--- src/rtl/tone_pkg.sv ---
// Shared definitions for the tone sequencer: note codes, the C3 octave pitch
// table (milli-hertz) and the elaboration-time half-period calculation.
package tone_pkg;

    // Chromatic note codes; anything outside C..B plays as a rest.
    typedef enum logic [3:0] {
        NOTE_REST = 4'd0,
        NOTE_C, NOTE_CS, NOTE_D, NOTE_DS, NOTE_E, NOTE_F,
        NOTE_FS, NOTE_G, NOTE_GS, NOTE_A, NOTE_AS, NOTE_B
    } note_e;

    localparam int unsigned NUM_NOTES = 12;

    // Pitch of each note in octave 0 (C3..B3), in milli-hertz.
    function automatic int unsigned mhz_c3(input int unsigned note);
        case (note)
            32'd1:   return 32'd130813;
            32'd2:   return 32'd138591;
            32'd3:   return 32'd146832;
            32'd4:   return 32'd155563;
            32'd5:   return 32'd164814;
            32'd6:   return 32'd174614;
            32'd7:   return 32'd184997;
            32'd8:   return 32'd195998;
            32'd9:   return 32'd207652;
            32'd10:  return 32'd220000;
            32'd11:  return 32'd233082;
            32'd12:  return 32'd246942;
            default: return 32'd0;
        endcase
    endfunction

    // Rounded half-period in clock cycles; higher octaves truncate via the shift.
    function automatic int unsigned half_period(input int unsigned clk_hz,
                                                input int unsigned note,
                                                input int unsigned oct);
        longint unsigned num;
        longint unsigned den;
        if (note < 32'd1 || note > NUM_NOTES) return 32'd0;
        num = 64'(clk_hz) * 64'd1000;
        den = 64'(mhz_c3(note)) * 64'd2;
        return 32'(((num + (den / 64'd2)) / den) >> oct);
    endfunction

    function automatic logic is_rest(input logic [3:0] note);
        return (note < NOTE_C) || (note > NOTE_B);
    endfunction

endpackage

--- src/rtl/ms_timer.sv ---
// Note duration timer: a millisecond prescaler feeding a millisecond
// down-counter. `last` flags the final clock cycle of the loaded duration
// (a zero duration is final immediately).
//   clk, rst : clock, synchronous active-high reset
//   load     : restart with duration `dur` (wins over clear)
//   clear    : return to the all-zero idle condition
//   dur      : duration in ms, sampled on load
//   last     : decoded from registers, high in the final cycle
module ms_timer #(
    parameter int unsigned MS_CYC = 100_000,
    parameter int unsigned DUR_W  = 12
) (
    input  logic             clk,
    input  logic             rst,
    input  logic             load,
    input  logic             clear,
    input  logic [DUR_W-1:0] dur,
    output logic             last
);
    localparam int unsigned     PRE_W   = (MS_CYC > 1) ? $clog2(MS_CYC) : 1;
    localparam logic [PRE_W-1:0] PRE_MAX = PRE_W'(MS_CYC - 1);

    logic [PRE_W-1:0] pre_q, pre_d;
    logic [DUR_W-1:0] ms_q, ms_d;

    // Prescaler wraps every MS_CYC cycles and decrements the ms count.
    always_comb begin
        pre_d = pre_q;
        ms_d  = ms_q;
        if (load) begin
            pre_d = '0;
            ms_d  = dur;
        end else if (clear) begin
            pre_d = '0;
            ms_d  = '0;
        end else if (pre_q == PRE_MAX) begin
            pre_d = '0;
            if (ms_q != '0) ms_d = ms_q - DUR_W'(1);
        end else begin
            pre_d = pre_q + PRE_W'(1);
        end
    end

    always_ff @(posedge clk) begin
        if (rst) begin
            pre_q <= '0;
            ms_q  <= '0;
        end else begin
            pre_q <= pre_d;
            ms_q  <= ms_d;
        end
    end

    assign last = (ms_q == '0) || ((ms_q == DUR_W'(1)) && (pre_q == PRE_MAX));

endmodule

--- src/rtl/tone_seq_player.sv ---
// Square-wave note player fed by a valid/ready note stream. Plays chromatic
// notes over NUM_OCT octaves with PWM volume and millisecond durations,
// gapless back-to-back, with a done pulse in each note's final cycle.
//   clk, rst  : clock, synchronous active-high reset
//   in_valid  : note request valid       in_ready : request accepted this cycle
//   in_note   : 0/13-15 rest, 1-12 C..B  in_oct   : octave (clamped)
//   in_dur    : duration in ms           in_vol   : PWM volume, 0 = mute
//   stop      : abort current note       busy     : note or rest in progress
//   done      : final cycle of a note    speaker  : registered audio output
module tone_seq_player #(
    parameter int unsigned  CLK_HZ  = 100_000_000,
    parameter int unsigned  NUM_OCT = 3,
    parameter int unsigned  CNT_W   = 19,
    parameter int unsigned  DUR_W   = 12,
    parameter int unsigned  VOL_W   = 3,
    localparam int unsigned OCT_W   = (NUM_OCT > 1) ? $clog2(NUM_OCT) : 1
) (
    input  logic             clk,
    input  logic             rst,
    input  logic             in_valid,
    output logic             in_ready,
    input  logic [3:0]       in_note,
    input  logic [OCT_W-1:0] in_oct,
    input  logic [DUR_W-1:0] in_dur,
    input  logic [VOL_W-1:0] in_vol,
    input  logic             stop,
    output logic             busy,
    output logic             done,
    output logic             speaker
);
    import tone_pkg::*;

    localparam int unsigned MS_CYC  = CLK_HZ / 1000;
    localparam logic [0:0]  ST_IDLE = 1'b0;
    localparam logic [0:0]  ST_PLAY = 1'b1;

    logic [0:0]       state_q, state_d;
    logic [CNT_W-1:0] cnt_q, cnt_d;
    logic [CNT_W-1:0] half_q, half_d;
    logic [VOL_W-1:0] car_q, car_d;
    logic [VOL_W-1:0] vol_q, vol_d;
    logic             tone_q, tone_d;
    logic             rest_q, rest_d;
    logic             spk_q, spk_d;
    logic             tm_load, tm_clear, tm_last;
    logic             play, accept;
    logic [OCT_W-1:0] oct_eff;

    // Octave-0 half-periods indexed by raw note code; rest codes hold 0.
    logic [CNT_W-1:0] base_half [16];
    for (genvar n = 0; n < 16; n++) begin : g_half
        localparam logic [CNT_W-1:0] HALF = CNT_W'(half_period(CLK_HZ, 32'(n), 32'd0));
        assign base_half[n] = HALF;
    end

    assign oct_eff  = (32'(in_oct) >= NUM_OCT) ? OCT_W'(NUM_OCT - 1) : in_oct;
    assign play     = (state_q == ST_PLAY);
    assign in_ready = !play || tm_last;
    // stop outranks a request landing in the final cycle.
    assign accept   = in_valid && in_ready && !(play && stop);

    ms_timer #(
        .MS_CYC (MS_CYC),
        .DUR_W  (DUR_W)
    ) u_timer (
        .clk   (clk),
        .rst   (rst),
        .load  (tm_load),
        .clear (tm_clear),
        .dur   (in_dur),
        .last  (tm_last)
    );

    // Next state, tone divider, PWM carrier and input latch.
    always_comb begin
        state_d  = state_q;
        cnt_d    = cnt_q;
        tone_d   = tone_q;
        car_d    = car_q + VOL_W'(1);
        half_d   = half_q;
        rest_d   = rest_q;
        vol_d    = vol_q;
        tm_load  = 1'b0;
        tm_clear = 1'b0;

        case (state_q)
            ST_PLAY: begin
                if (rest_q) begin
                    cnt_d  = '0;
                    tone_d = 1'b0;
                end else if (cnt_q == half_q - CNT_W'(1)) begin
                    cnt_d  = '0;
                    tone_d = !tone_q;
                end else begin
                    cnt_d  = cnt_q + CNT_W'(1);
                end
                if (stop || tm_last) begin
                    state_d  = ST_IDLE;
                    cnt_d    = '0;
                    tone_d   = 1'b0;
                    car_d    = '0;
                    tm_clear = 1'b1;
                end
            end
            default: begin
                cnt_d    = '0;
                tone_d   = 1'b0;
                car_d    = '0;
                tm_clear = 1'b1;
            end
        endcase

        // Every accepted note restarts tone, carrier and timer at phase 0.
        if (accept) begin
            state_d = ST_PLAY;
            cnt_d   = '0;
            tone_d  = 1'b0;
            car_d   = '0;
            half_d  = base_half[in_note] >> oct_eff;
            rest_d  = is_rest(in_note);
            vol_d   = in_vol;
            tm_load = 1'b1;
        end

        spk_d = (state_d == ST_PLAY) & tone_d & (car_d < vol_d);
    end

    always_ff @(posedge clk) begin
        if (rst) begin
            state_q <= ST_IDLE;
            cnt_q   <= '0;
            half_q  <= '0;
            car_q   <= '0;
            vol_q   <= '0;
            tone_q  <= 1'b0;
            rest_q  <= 1'b0;
            spk_q   <= 1'b0;
        end else begin
            state_q <= state_d;
            cnt_q   <= cnt_d;
            half_q  <= half_d;
            car_q   <= car_d;
            vol_q   <= vol_d;
            tone_q  <= tone_d;
            rest_q  <= rest_d;
            spk_q   <= spk_d;
        end
    end

    assign busy    = play;
    assign done    = play && tm_last;
    assign speaker = spk_q;

endmodule

--- config.mk ---
export PLATFORM = sky130hd
export DESIGN_NAME = tone_seq_player
export DESIGN_NICKNAME = d
export VERILOG_FILES = /design/src/rtl/tone_pkg.sv /design/src/rtl/ms_timer.sv /design/src/rtl/tone_seq_player.sv
export SDC_FILE = /design/constraint.sdc
export NUM_CORES = 1
export LEC_CHECK = 0
export BUFFER_PORTS_ARGS = -buffer_cell sky130_fd_sc_hd__buf_2
export CAP_MARGIN = 20
export CORE_MARGIN = 8
export CORE_UTILIZATION = 55
export CTS_BUF_LIST = sky130_fd_sc_hd__clkbuf_16
export DETAILED_ROUTE_END_ITERATION = 7
export PLACE_DENSITY = 0.73
export SLEW_MARGIN = 20
export SYNTH_ARGS = -nofsm -noshare
export SYNTH_HDL_FRONTEND = slang
export SYNTH_HIERARCHICAL = 1
export SYNTH_SLANG_ARGS = --single-unit
--- constraint.sdc ---
create_clock -name clk -period 4.7 [get_ports clk]
set_input_delay 0 -clock clk [delete_from_list [all_inputs] [get_ports clk]]
set_output_delay 0 -clock clk [all_outputs]
set_load 0.005 [all_outputs]
# --- Word level (Yosys, flattened, before mapping) ---
# Memories as Yosys holds them, arrays and structs flattened.
# Cells that the tools add are included.
op_classes:
  n_addsub: 5
  bitwise_logic: 4
  eq_ne: 3
  reduce_logical: 19
  order_cmp: 5
  muxes: 22
  n_shift: 1
op_table:
  columns: ["cell", "count"]
  rows:
  - ["$mux W12", 4]
  - ["$mux W19", 2]
  - ["$add A19 B1 Y19 const B", 1]
  - ["$eq A19 B19 Y1", 1]
  - ["$shr A19 B2 Y19", 1]
  - ["$sub A19 B1 Y19 const B", 1]
  - ["$add A17 B1 Y17 const B", 1]
  - ["$eq A17 B17 Y1 const B", 1]
  - ["$eq A12 B1 Y1 const B", 1]
  - ["$logic_not A12 Y1", 1]
  - ["$mux W3", 4]
  - ["$reduce_bool A12 Y1", 1]
  - ["$sub A12 B1 Y12 const B", 1]
  - ["$mux W1", 11]
  - ["$reduce_bool A3 Y1", 2]
  - ["$reduce_or A6 Y1", 1]
  - ["$ge A5 B5 Y1 const B", 1]
  - ["$logic_and A1 B1 Y1", 5]
  - ["$not A4 Y5", 1]
  - ["$gt A4 B4 Y1 const B", 1]
  - ["$logic_or A1 B1 Y1", 4]
  - ["$lt A4 B1 Y1 const B", 1]
  - ["$reduce_or A4 Y1", 1]
  - ["$add A3 B1 Y3 const B", 1]
  - ["7 further kinds", 10]
totals:
  regBits: 77
  inputBits: 25
  out_inout_bits: 4
  elab_cells: 70
  rom_bits: 304
  n_memories: 1
memory_table:
  columns: ["name", "depth", "word_bits", "rd", "rd_clocked_by_memory_dff", "write_ports", "line_no", "rtl"]
  rows:
  - ["(name not given)", 16, 19, 1, 0, 0, "tone_seq_player.sv:119", "half_d = base_half[in_note] >> oct_eff;"]

# --- Logic depth before layout (Yosys ltp) ---
# Gate-level depths: netlist (run 1).
depth:
  word_depth: 9
  ltp_mapped: 16
  mapped_depth_nobuf: 14

# --- Modules after synthesis ---
# Netlist (run 1), hierarchy kept.
by_module_without_submodules:
  columns: ["mod", "seq_area_each_um2", "cells_each", "area_per_inst_um2", "instances"]
  rows:
  - ["tone_seq_player", 960.9, 456, 3429.5, 1]
  - ["ms_timer", 580.6, 185, 1626.6, 1]

# --- Worst setup path after synthesis (run 1) ---
# Ideal clock, no wire load.
synth_path:
  path_type: "register to register"
  startpoint: "register u_timer.pre_q[0]"
  endpoint: "register u_timer.pre_q[9]"
  t_required_ps: 4636
  setup_time_ps: 64
  period_less_slack_ps: 2996
  stages_incl_launch_ff: 17
  n_path_buf: 5
  setup_slack_ps: 1704
  t_arrival_ps: 2932
  cell_sequence: "dfxtp_1 -> ha_1 -> and4_1 -> and4_1 -> buf_2 -> a21oi_1 -> nor2_1 -> nand2b_1 -> a21bo_2 -> clkinv_1 -> buf_1 -> clkbuf_8 -> or3_1 -> nand2b_1 -> buf_2 -> buf_2 -> nor2_1"
synth_via:
  elab_chain_cells: 8
  word_cells_on_any_way: 12
  cone_classes: "1 x add/sub; 1 x eq/ne; 3 x mux; 7 x reduce/logical"
synth_rtl:
  columns: ["item", "line_no", "rtl"]
  rows:
  - ["start, declared", "ms_timer.sv:23", "logic [PRE_W-1:0] pre_q, pre_d;"]
  - ["start signal, assigned", "ms_timer.sv:49", "pre_q <= pre_d;"]
  - ["$eq A17 B17 Y1", "ms_timer.sv:54", "assign last = (ms_q == '0) || ((ms_q == DUR_W'(1)) && (pre_q == PRE_MAX));"]
  - ["$logic_and A1 B1 Y1", "ms_timer.sv:54", null]
  - ["$logic_or A1 B1 Y1", "ms_timer.sv:54", null]
  - ["via tm_last", "tone_seq_player.sv:45", "logic tm_load, tm_clear, tm_last;"]
  - ["$logic_or A1 B1 Y1", "tone_seq_player.sv:58", "assign in_ready = !play || tm_last;"]
  - ["$logic_and A1 B1 Y1 (2 in a row)", "tone_seq_player.sv:60", "assign accept = in_valid && in_ready && !(play && stop);"]
  - ["via accept", "tone_seq_player.sv:46", "logic play, accept;"]
  - ["$mux W1", "tone_seq_player.sv:114", "if (accept) begin"]
  - ["$reduce_or A4 Y1 (no line)", null, null]
# The timed path passes the listed nets, and every way through them passes these cells.
# A chain may end at the register's enable or synchronous reset.

# --- Final worst setup path (run 1) ---
layout_path:
  startpoint: "register u_timer.pre_q[14]"
  endpoint: "register spk_q (netlist: speaker)"
layout_via:
  elab_chain_cells: 9
  word_cells_on_any_way: 20
  cone_classes: "1 x order compare; 1 x eq/ne; 10 x mux; 2 x bitwise; 6 x reduce/logical"
layout_rtl:
  columns: ["item", "line_no", "rtl"]
  rows:
  - ["$eq A17 B17 Y1 (*)", "ms_timer.sv:54", null]
  - ["$logic_and A1 B1 Y1 (*)", "ms_timer.sv:54", null]
  - ["$logic_or A1 B1 Y1 (*)", "ms_timer.sv:54", null]
  - ["via tm_last", "tone_seq_player.sv:45", null]
  - ["$logic_or A1 B1 Y1 (on tied branches)", "tone_seq_player.sv:97, tone_seq_player.sv:58", null]
  - ["$mux W3 (tied with other cells)", "tone_seq_player.sv:97", "if (stop || tm_last) begin"]
  - ["$mux W3 (tied with other cells)", "tone_seq_player.sv:86", "case (state_q)"]
  - ["$mux W3 or $mux W1 (tied branches)", "tone_seq_player.sv:114", null]
  - ["$lt A3 B3 Y1 or $and A1 B1 Y1 (tied branches)", "tone_seq_player.sv:125", "spk_d = (state_d == ST_PLAY) & tone_d & (car_d < vol_d);"]
  - ["$and A1 B1 Y1 (*)", "tone_seq_player.sv:125", null]
  - ["end signal, assigned", "tone_seq_player.sv:146", "spk_q <= spk_d;"]
  - ["end, declared", "tone_seq_player.sv:44", "logic spk_q, spk_d;"]
# Mark *: on every way through the listed nets, which the timed path passes. The rest lies on a longest branch.

==> summary.md, run 1 <==
| Metric | Value |
|---|---|
| Status | `finished clean` |
| Largest cells by area after synthesis | `dfxtp_1 30%, nor2_1 5.2%, ha_1 4.9%` |
| Vias per cell | `6.03` |
| Worst-path clk slew | `60 ps` |
| Fin. max-slew vios | `0` |
| Synth warn | `6` |
| Seq cells post-synth | `77` |
| Initial core utilization | `0.558` |
| Resize count post-CTS | `0` |
| Unique masters post-synth | `70` |
| Sequential element share of the synthesized area | `0.305` |
| Fillers | `823` |
| Final WL | `11400 um` |
| Reg-to-Reg End | `speaker$_SDFF_PP0_` |
| Routed WL per cell | `14.9 um` |
| Max rail drop VDD | `0.000236 V` |
| FF-to-FF setup slack | `1240 ps` |
| CP required | `4970 ps` |
| Placed wire-length estimate | `8290 um` |
| Drt drc | `0` |
| Die ar. | `12500 um2` |
| Worst EP arrival | `3730 ps` |
| Layout cells sized above 1 | `0.113` |
| Initial antenna violation count | `0` |
| Total core area | `9060 um2` |
| Total CTS buffers | `9` |
| Mapped Nets | `686` |
| Die X | `112 um` |
| Routability congestion estimate | `0.922` |
| RSZ-0062 raised after global routing | `no` |
| Synth area leader | `dfxtp_1` |
| Static leakage | `0.00202 uW` |
| Max cap viols | `0` |
| Clock sinks | `77` |
| Worst Setup Start Kind | `flop` |
| I/O Buffers | `28` |
| R2R cell count | `14` |
| Initial DRC Count | `280` |
| CP max FO | `23` |
| Worst Skew | `9.96 ps` |
| Die H | `112 um` |
| CTS tree | `built` |
| First-pass GRT wire length | `19600 um` |
| Gr usage total | `0.184` |
| Num ports | `29` |
| Clk_lat worst skew | `330 ps` |
| Worst slew pin tran | `752 ps` |
| Asr flop ratio synth | `0` |
| Place WS | `1270 ps` |
| # nets final | `693` |
| Post-route cell area | `5520 um2` |
| Antenna diode count | `0` |
| TNS Setup | `0 ps` |
| Mapped Cells | `641` |
| Hold Path Class | `in -> reg` |
| Post-synth EDFFs | `0` |
| Worst r2r src | `u_timer/pre_q[14]$_SDFF_PP0_` |
| Fin crit share | `0.735` |
| CTS max path bufs | `2` |
| GR Overflow Total | `0` |
| Synthesized area per cell | `7.89 um2` |
| Headroom to the max-slew limit | `0.499` |
| Hold Crit Depth | `4` |
| Min-Delay Endpoint | `u_timer/ms_q[10]$_SDFFE_PP0P_` |
| Mapped cell area | `5060 um2` |
| Vias in the first global route | `4130` |
| Largest net degree at the start of global routing | `42` |
| Post-layout minimum cycle time | `3460 ps` |
| Hold Vio Cnt, Final | `0` |
| Area of placed instances | `5170 um2` |
| Max Fclk | `289 MHz` |
| Area share of the largest cell type after synthesis | `0.305` |
| Clock H-tree levels | `3` |
| Root Buffer | `clkbuf_16` |
| Via count | `4609` |
| Ys flop type | `dfxtp_1` |
| Final WS setup | `1240 ps` |
| Remaining antenna violation count | `0` |
| Critical Path End Type | `flop` |
| Worst Min Path Start | `in_dur[10]` |
| Area growth syn-to-layout | `9.23%` |
| Setup Viol. Count Final | `0` |
| Row Count | `35` |
| P per Cell Area | `314 nW/um2` |
| CP Class | `reg -> reg` |
| Initial DRT Pass Iterations | `5` |
==> state kept, by name (all words and copies together) (netlist names), 3 cells and up <==
signal,count
car_q,3
cnt_q,19
half_q,19
u_timer/ms_q,12
u_timer/pre_q,17
vol_q,3
==> placed cells by master, fill, tap and decap left out, types with 17 or more instances in the layout <==
| cell | netlist | final |
|---|---|---|
| nor2_1 | 70 | 70 |
| inv_1 | 17 | 18 |
| nand2_1 | 65 | 65 |
| dfxtp_1 | 77 | 77 |
| nand3_1 | 18 | 18 |
| xor2_1 | 28 | 28 |
| ha_1 | 20 | 20 |
| nor3_1 | 40 | 40 |
| o21ai_0 | 23 | 23 |
| nand4_1 | 17 | 17 |
| buf_2 | 8 | 28 |
| xnor2_1 | 28 | 28 |
| a21oi_1 | 39 | 39 |
==> power breakdown <==
part           internal [uW]  leakage [uW]  total (uW)  switching, uW
Combinational            145       0.00125         346            201
Sequential               676      0.000626         709           32.8
Clock                    408      0.000144         678            270
==> routing by layer <==
| metal | GRT usage | share of wire | vias to the layer above |
|---|---|---|---|
| met1 | 0.246 | 0.48 | 2183 |
| met2 | 0.289 | 0.46 | 107 |
| met5 | 0 | 0 | - |
| li1 | - | - | 2307 |
| met3 | 0.0455 | 0.049 | 12 |
| met4 | 0.0474 | 0.011 | 0 |
==> timing repair <==
item,in CTS,in global routing
setup buffers,0,0
hold buffers,6,0
endpoints found under the hold margin,6,0
==> cell families (layout without fill, tap and decap cells) <==
group / Yosys count / in the layout / share of synthesized area
buffers and inverters: 60 / 72 / 0.0512
and+or+nand+nor: 282 / 282 / 0.298
muxes: 17 / 17 / 0.0349
adders and majority gates: 20 / 20 / 0.0495
AOI/OAI and AO/OA: 129 / 129 / 0.165
xor gates and xnor gates: 56 / 56 / 0.0970
DFF: 77 / 77 / 0.305
==> layout make-up <==
type	count	area, um2	area share
clock buffer	9	225	0.0408
tap	111	139	0.0251
sequential	77	1540	0.279
timing repair buffer	37	223	0.0403
multi-input combinational	504	3260	0.589
inverter	19	71.3	0.0129
clock inverter	7	67.6	0.0122
==> worst max-delay path by stage <==
stage / startpoint / end / slack (ps)
4_1_cts: u_timer/pre_q[0]$_SDFF_PP0_ / speaker$_SDFF_PP0_ / 1260
2_1_floorplan: u_timer/pre_q[0]$_SDFF_PP0_ / u_timer/pre_q[9]$_SDFF_PP0_ / 1700
3_5_place_dp: u_timer/pre_q[0]$_SDFF_PP0_ / speaker$_SDFF_PP0_ / 1270
6_report: u_timer/pre_q[14]$_SDFF_PP0_ / speaker$_SDFF_PP0_ / 1240
3_3_place_gp: u_timer/pre_q[14]$_SDFF_PP0_ / speaker$_SDFF_PP0_ / 1420
5_1_grt: u_timer/pre_q[0]$_SDFF_PP0_ / speaker$_SDFF_PP0_ / 950
==> cell usage after synthesis (all sizes together) (8+ instances only) <==
library cell	count
dfxtp	77
nor2	71
nand2	66
nor3	41
a21oi	40
xnor2	28
xor2	28
clkbuf	27
o21ai	24
ha	20
nand4	19
nand3	18
inv	17
buf	13
mux2i	12
nor4	12
o211ai	12
a211oi	10
and4	10
nand2b	8
==> per-stage QoR <==
step | hold slack [ps] | power [uW] | cells | util
floorplan | 114 | 991 | 641 | -
detailed placement | 271 | 1060 | 742 | 0.570
global route | 18.0 | 1820 | 764 | 0.609
CTS | 2.83 | 1740 | 764 | 0.609
global placement | 270 | 1050 | 742 | 0.570
finish | 17.8 | 1730 | 764 | 0.609
==> critical path, cell delays in order (launching register included) <==
cell      delay (ps)
dfxtp_1          360
nor4b_2          360
and4_1           420
a21oi_1          120
nor2_1           160
nand2b_1          80
a21bo_2          370
clkinv_1         110
buf_4            280
mux2i_1          300
ha_1             280
o21a_1           110
o21a_1           170
nor3_1           130
mux2_1           150
No activity file was read; power rests on OpenSTA's default activity.
==> run 2, diff against run 1 <==
--- a/config.mk
+++ b/config.mk
@@ -5,13 +5,14 @@
 export SDC_FILE = /design/constraint.sdc
 export NUM_CORES = 1
 export LEC_CHECK = 0
+export ABC_AREA = 1
 export BUFFER_PORTS_ARGS = -buffer_cell sky130_fd_sc_hd__buf_2
 export CAP_MARGIN = 20
 export CORE_MARGIN = 8
 export CORE_UTILIZATION = 55
 export CTS_BUF_LIST = sky130_fd_sc_hd__clkbuf_16
 export DETAILED_ROUTE_END_ITERATION = 7
-export PLACE_DENSITY = 0.73
+export PLACE_DENSITY = 0.76
 export SLEW_MARGIN = 20
 export SYNTH_ARGS = -nofsm -noshare
 export SYNTH_HDL_FRONTEND = slang
==> constraint.sdc (replaced) <==
create_clock -name clk -period 2.97 [get_ports clk]
set_input_delay 0 -clock clk [delete_from_list [all_inputs] [get_ports clk]]
set_output_delay 0 -clock clk [all_outputs]
set_load 0.005 [all_outputs]
==> summary.md, run 2 <==
| Metric | Value |
|---|---|
| Worst slew pin tran | `447 ps (-305 ps)` |
| Clock H-tree levels | `3 (unchanged)` |
| Synth warn | `6 (unchanged)` |
| Biggest regs | `cnt_q x19, half_q x19, u_timer/pre_q x17` |
| Static leakage | `0.00264 uW (+31%)` |
| Initial DRC Count | `349 (+25%)` |
| Max Fclk | `372 MHz (+28%)` |
| Placed wire-length estimate | `9630 um (+16%)` |
| Area share of the largest cell type after synthesis | `0.292 (-0.0131)` |
| Drt drc | `0 (unchanged)` |
| CP Cell Sequence | `nor2_1, nand2_1, inv_1, nand4_1, or2_2, o22ai_1, inv_1, nand2_1, nand3_1, inv_2, nand2_1, clkinv_1, o21ai_0, o21bai_1, a21oi_1` |
| Area growth syn-to-layout | `11.6%` |
| TNS Setup | `0 ps (unchanged)` |
| Mapped cell area | `5280 um2 (+4.5%)` |
| Hold Path Class | `in -> reg` |
| Mapped Nets | `869 (+27%)` |
| Setup Viol. Count Final | `0 (unchanged)` |
| Internal | `2090 uW (+70%)` |
| Largest cells by area after synthesis | `dfxtp_1 29%, nand2_1 14%, nor2_1 9.2%` |
| Synth cell count leaders | `200 x nand2_1, 129 x nor2_1, 96 x inv_1, 77 x dfxtp_1, 57 x nand3_1` |
| Worst-path clk slew | `60 ps (about the same)` |
| Vias per cell | `5.35 (-11%)` |
| Worst EP arrival | `2940 ps (-790 ps)` |
| CTS max path bufs | `2 (unchanged)` |
| # nets final | `904 (+30%)` |
| Headroom to the max-slew limit | `0.699 (+0.200)` |
| Clock network fraction of design power | `0.370 (-0.021)` |
| I/O Buffers | `28 (unchanged)` |
| CP max FO | `10 (-57%)` |
| Vias in the first global route | `5107 (+24%)` |
| Slowest CP cell | `dfxtp_1` |
| CP Class | `reg -> reg` |
| Clock sinks | `77 (unchanged)` |
| Power share of the combinational group | `0.257 (+0.058)` |
| Ys flop type | `dfxtp_1` |
| CP required | `3220 ps (-1750 ps)` |
| Initial antenna violation count | `0 (unchanged)` |
| Mapped Cells | `824 (+29%)` |
| Crit path max-delay family | `simple AND/OR/NAND/NOR gates` |
| Register share of total power | `0.373 (-0.036)` |
| Die H | `114 um (+1.9%)` |
| Most frequent cell after synthesis | `nand2_1` |
| Initial core utilization | `0.569 (+0.0112)` |
| Routed WL per cell | `12.8 um (-14%)` |
| Most common cell after layout, fill and taps aside | `nand2_1` |
| Area of placed instances | `5530 um2 (+6.9%)` |
| Post-layout minimum cycle time | `2690 ps (-766 ps)` |
| Critical Path Max Stage Delay | `350 ps (-70 ps)` |
| Root Buffer | `clkbuf_16` |
| Fin. max-slew vios | `0 (unchanged)` |
| Worst Setup Start Kind | `flop` |
| Remaining antenna violation count | `0 (unchanged)` |
| Unique masters post-synth | `43 (-39%)` |
| Initial DRT Pass Iterations | `5 (unchanged)` |
| Via count | `5307 (+15%)` |
| Fin crit share | `0.906 (+0.170)` |
| Critical path buffer and inverter count | `4 (+2)` |
| Sw power | `980 uW (+95%)` |
| Sequential element share of the synthesized area | `0.292 (-0.0131)` |
| Status | `finished clean` |
| Row Count | `35 (unchanged)` |
| Asr flop ratio synth | `0 (unchanged)` |
| Die ar. | `13000 um2 (+3.8%)` |
| Synth area leader | `dfxtp_1` |
| Routability congestion estimate | `0.942 (+2.2%)` |
| Max cap viols | `0 (unchanged)` |
| GR Overflow Total | `0 (unchanged)` |
| Switching share of power | `0.320 (+0.0289)` |
| Worst Skew | `5.65 ps (-4.31 ps)` |
| Total CTS buffers | `9 (unchanged)` |
| Commonest cells after routing, fill and taps aside | `200 x nand2_1, 129 x nor2_1, 96 x inv_1, 77 x dfxtp_1, 57 x nand3_1` |
| Largest net degree at the start of global routing | `23 (-45%)` |
| P per Cell Area | `520 nW/um2 (+66%)` |
| Final WL | `12700 um (+12%)` |
| First-pass GRT wire length | `21800 um (+12%)` |
| Post-route cell area | `5900 um2 (+6.8%)` |
| Seq cells post-synth | `77 (unchanged)` |
| Total core area | `9280 um2 (+2.4%)` |
| Layout cells sized above 1 | `0.117 (+0.00371)` |
| Max rail drop VDD | `0.000387 V (+64%)` |
| FF-to-FF setup slack | `280 ps (-960 ps)` |
| Gr usage total | `0.201 (+0.0164)` |
| Synthesized area per cell | `6.41 um2 (-19%)` |
| Critical Path End Type | `flop` |
| Die X | `114 um (+1.9%)` |
| Post-synth EDFFs | `0 (unchanged)` |
| Most frequent CP cell | `nand2_1` |
| CTS tree | `built` |
| Antenna diode count | `0 (unchanged)` |
| Hold Slack | `10.4 ps (-7.36 ps)` |
| RSZ-0062 raised after global routing | `no` |
| Clk_lat worst skew | `320 ps (about the same)` |
| Hold Vio Cnt, Final | `0 (unchanged)` |
| Num ports | `29 (unchanged)` |
-- run 2: worst min-delay path, stage by stage --
cell and delay (ps):
buf_2 80, nand2_1 40, nand2_1 60, nor2_1 40, nor2_1 80
-- run 2: cells by family after synthesis --
kind of cell,after synthesis,synth area share
AOI/OAI and AO/OA,106,0.117
xor gates and xnor gates,30,0.0497
adders and majority gates,20,0.0474
buffers and inverters,120,0.0921
DFF,77,0.292
muxes,3,0.00568
and+or+nand+nor,468,0.396
-- run 2: final cells by class --
type                       count  area (um2)
clock buffer                   9         225
multi-input combinational    628        3260
inverter                     104         390
fill                         874        3390
timing repair buffer          39         238
clock inverter                 6        80.1
sequential                    77        1540
tap                          129         161
-- run 2: power by group through the flow --
stage                     registers [uW]  logic, uW  clock network (uW)
after floorplan                     1150        607                   0
after global placement              1160        737                   0
after detailed placement            1160        761                   0
after CTS                           1140        775                1160
after global routing                1150        900                1200
final                               1140        788                1130
-- run 2: layer usage --
metal,share of wire,vias up,GRT usage
met3,0.051,34,0.0370
met1,0.43,2409,0.227
met2,0.49,147,0.362
met4,0.023,0,0.0825
met5,0,-,0
li1,-,2717,-
-- run 2: timing repair --
| action | in CTS | in global routing |
|---|---|---|
| setup buffers | 0 | 0 |
| hold buffers | 6 | 0 |
| resized for setup | 0 | 1 |
| setup endpoints to repair | 0 | 3 |
| endpoints found under the hold margin | 6 | 0 |
-- run 2: metrics by stage --
step / cells / total power (uW) / util / setup WS [ps]
2_1_floorplan: 824 / 1760 / - / 366
3_3_place_gp: 970 / 1900 / 0.595 / 425
3_5_place_dp: 970 / 1920 / 0.595 / 275
4_1_cts: 991 / 3080 / 0.635 / 247
5_1_grt: 992 / 3250 / 0.635 / 57.6
6_report: 992 / 3070 / 0.635 / 280
-- run 2: worst paths after layout --
| path | from | to | cells past startpoint |
|---|---|---|---|
| setup / recovery | u_timer/ms_q[4]$_SDFFE_PP0P_ | half_q[2]$_SDFFE_PP0P_ | 15 |
| setup reg to reg | u_timer/ms_q[4]$_SDFFE_PP0P_ | half_q[2]$_SDFFE_PP0P_ | 15 |
| hold / removal | in_dur[6] | u_timer/ms_q[6]$_SDFFE_PP0P_ | 5 |
| hold reg to reg | car_q[0]$_SDFF_PP0_ | car_q[0]$_SDFF_PP0_ | 1 |
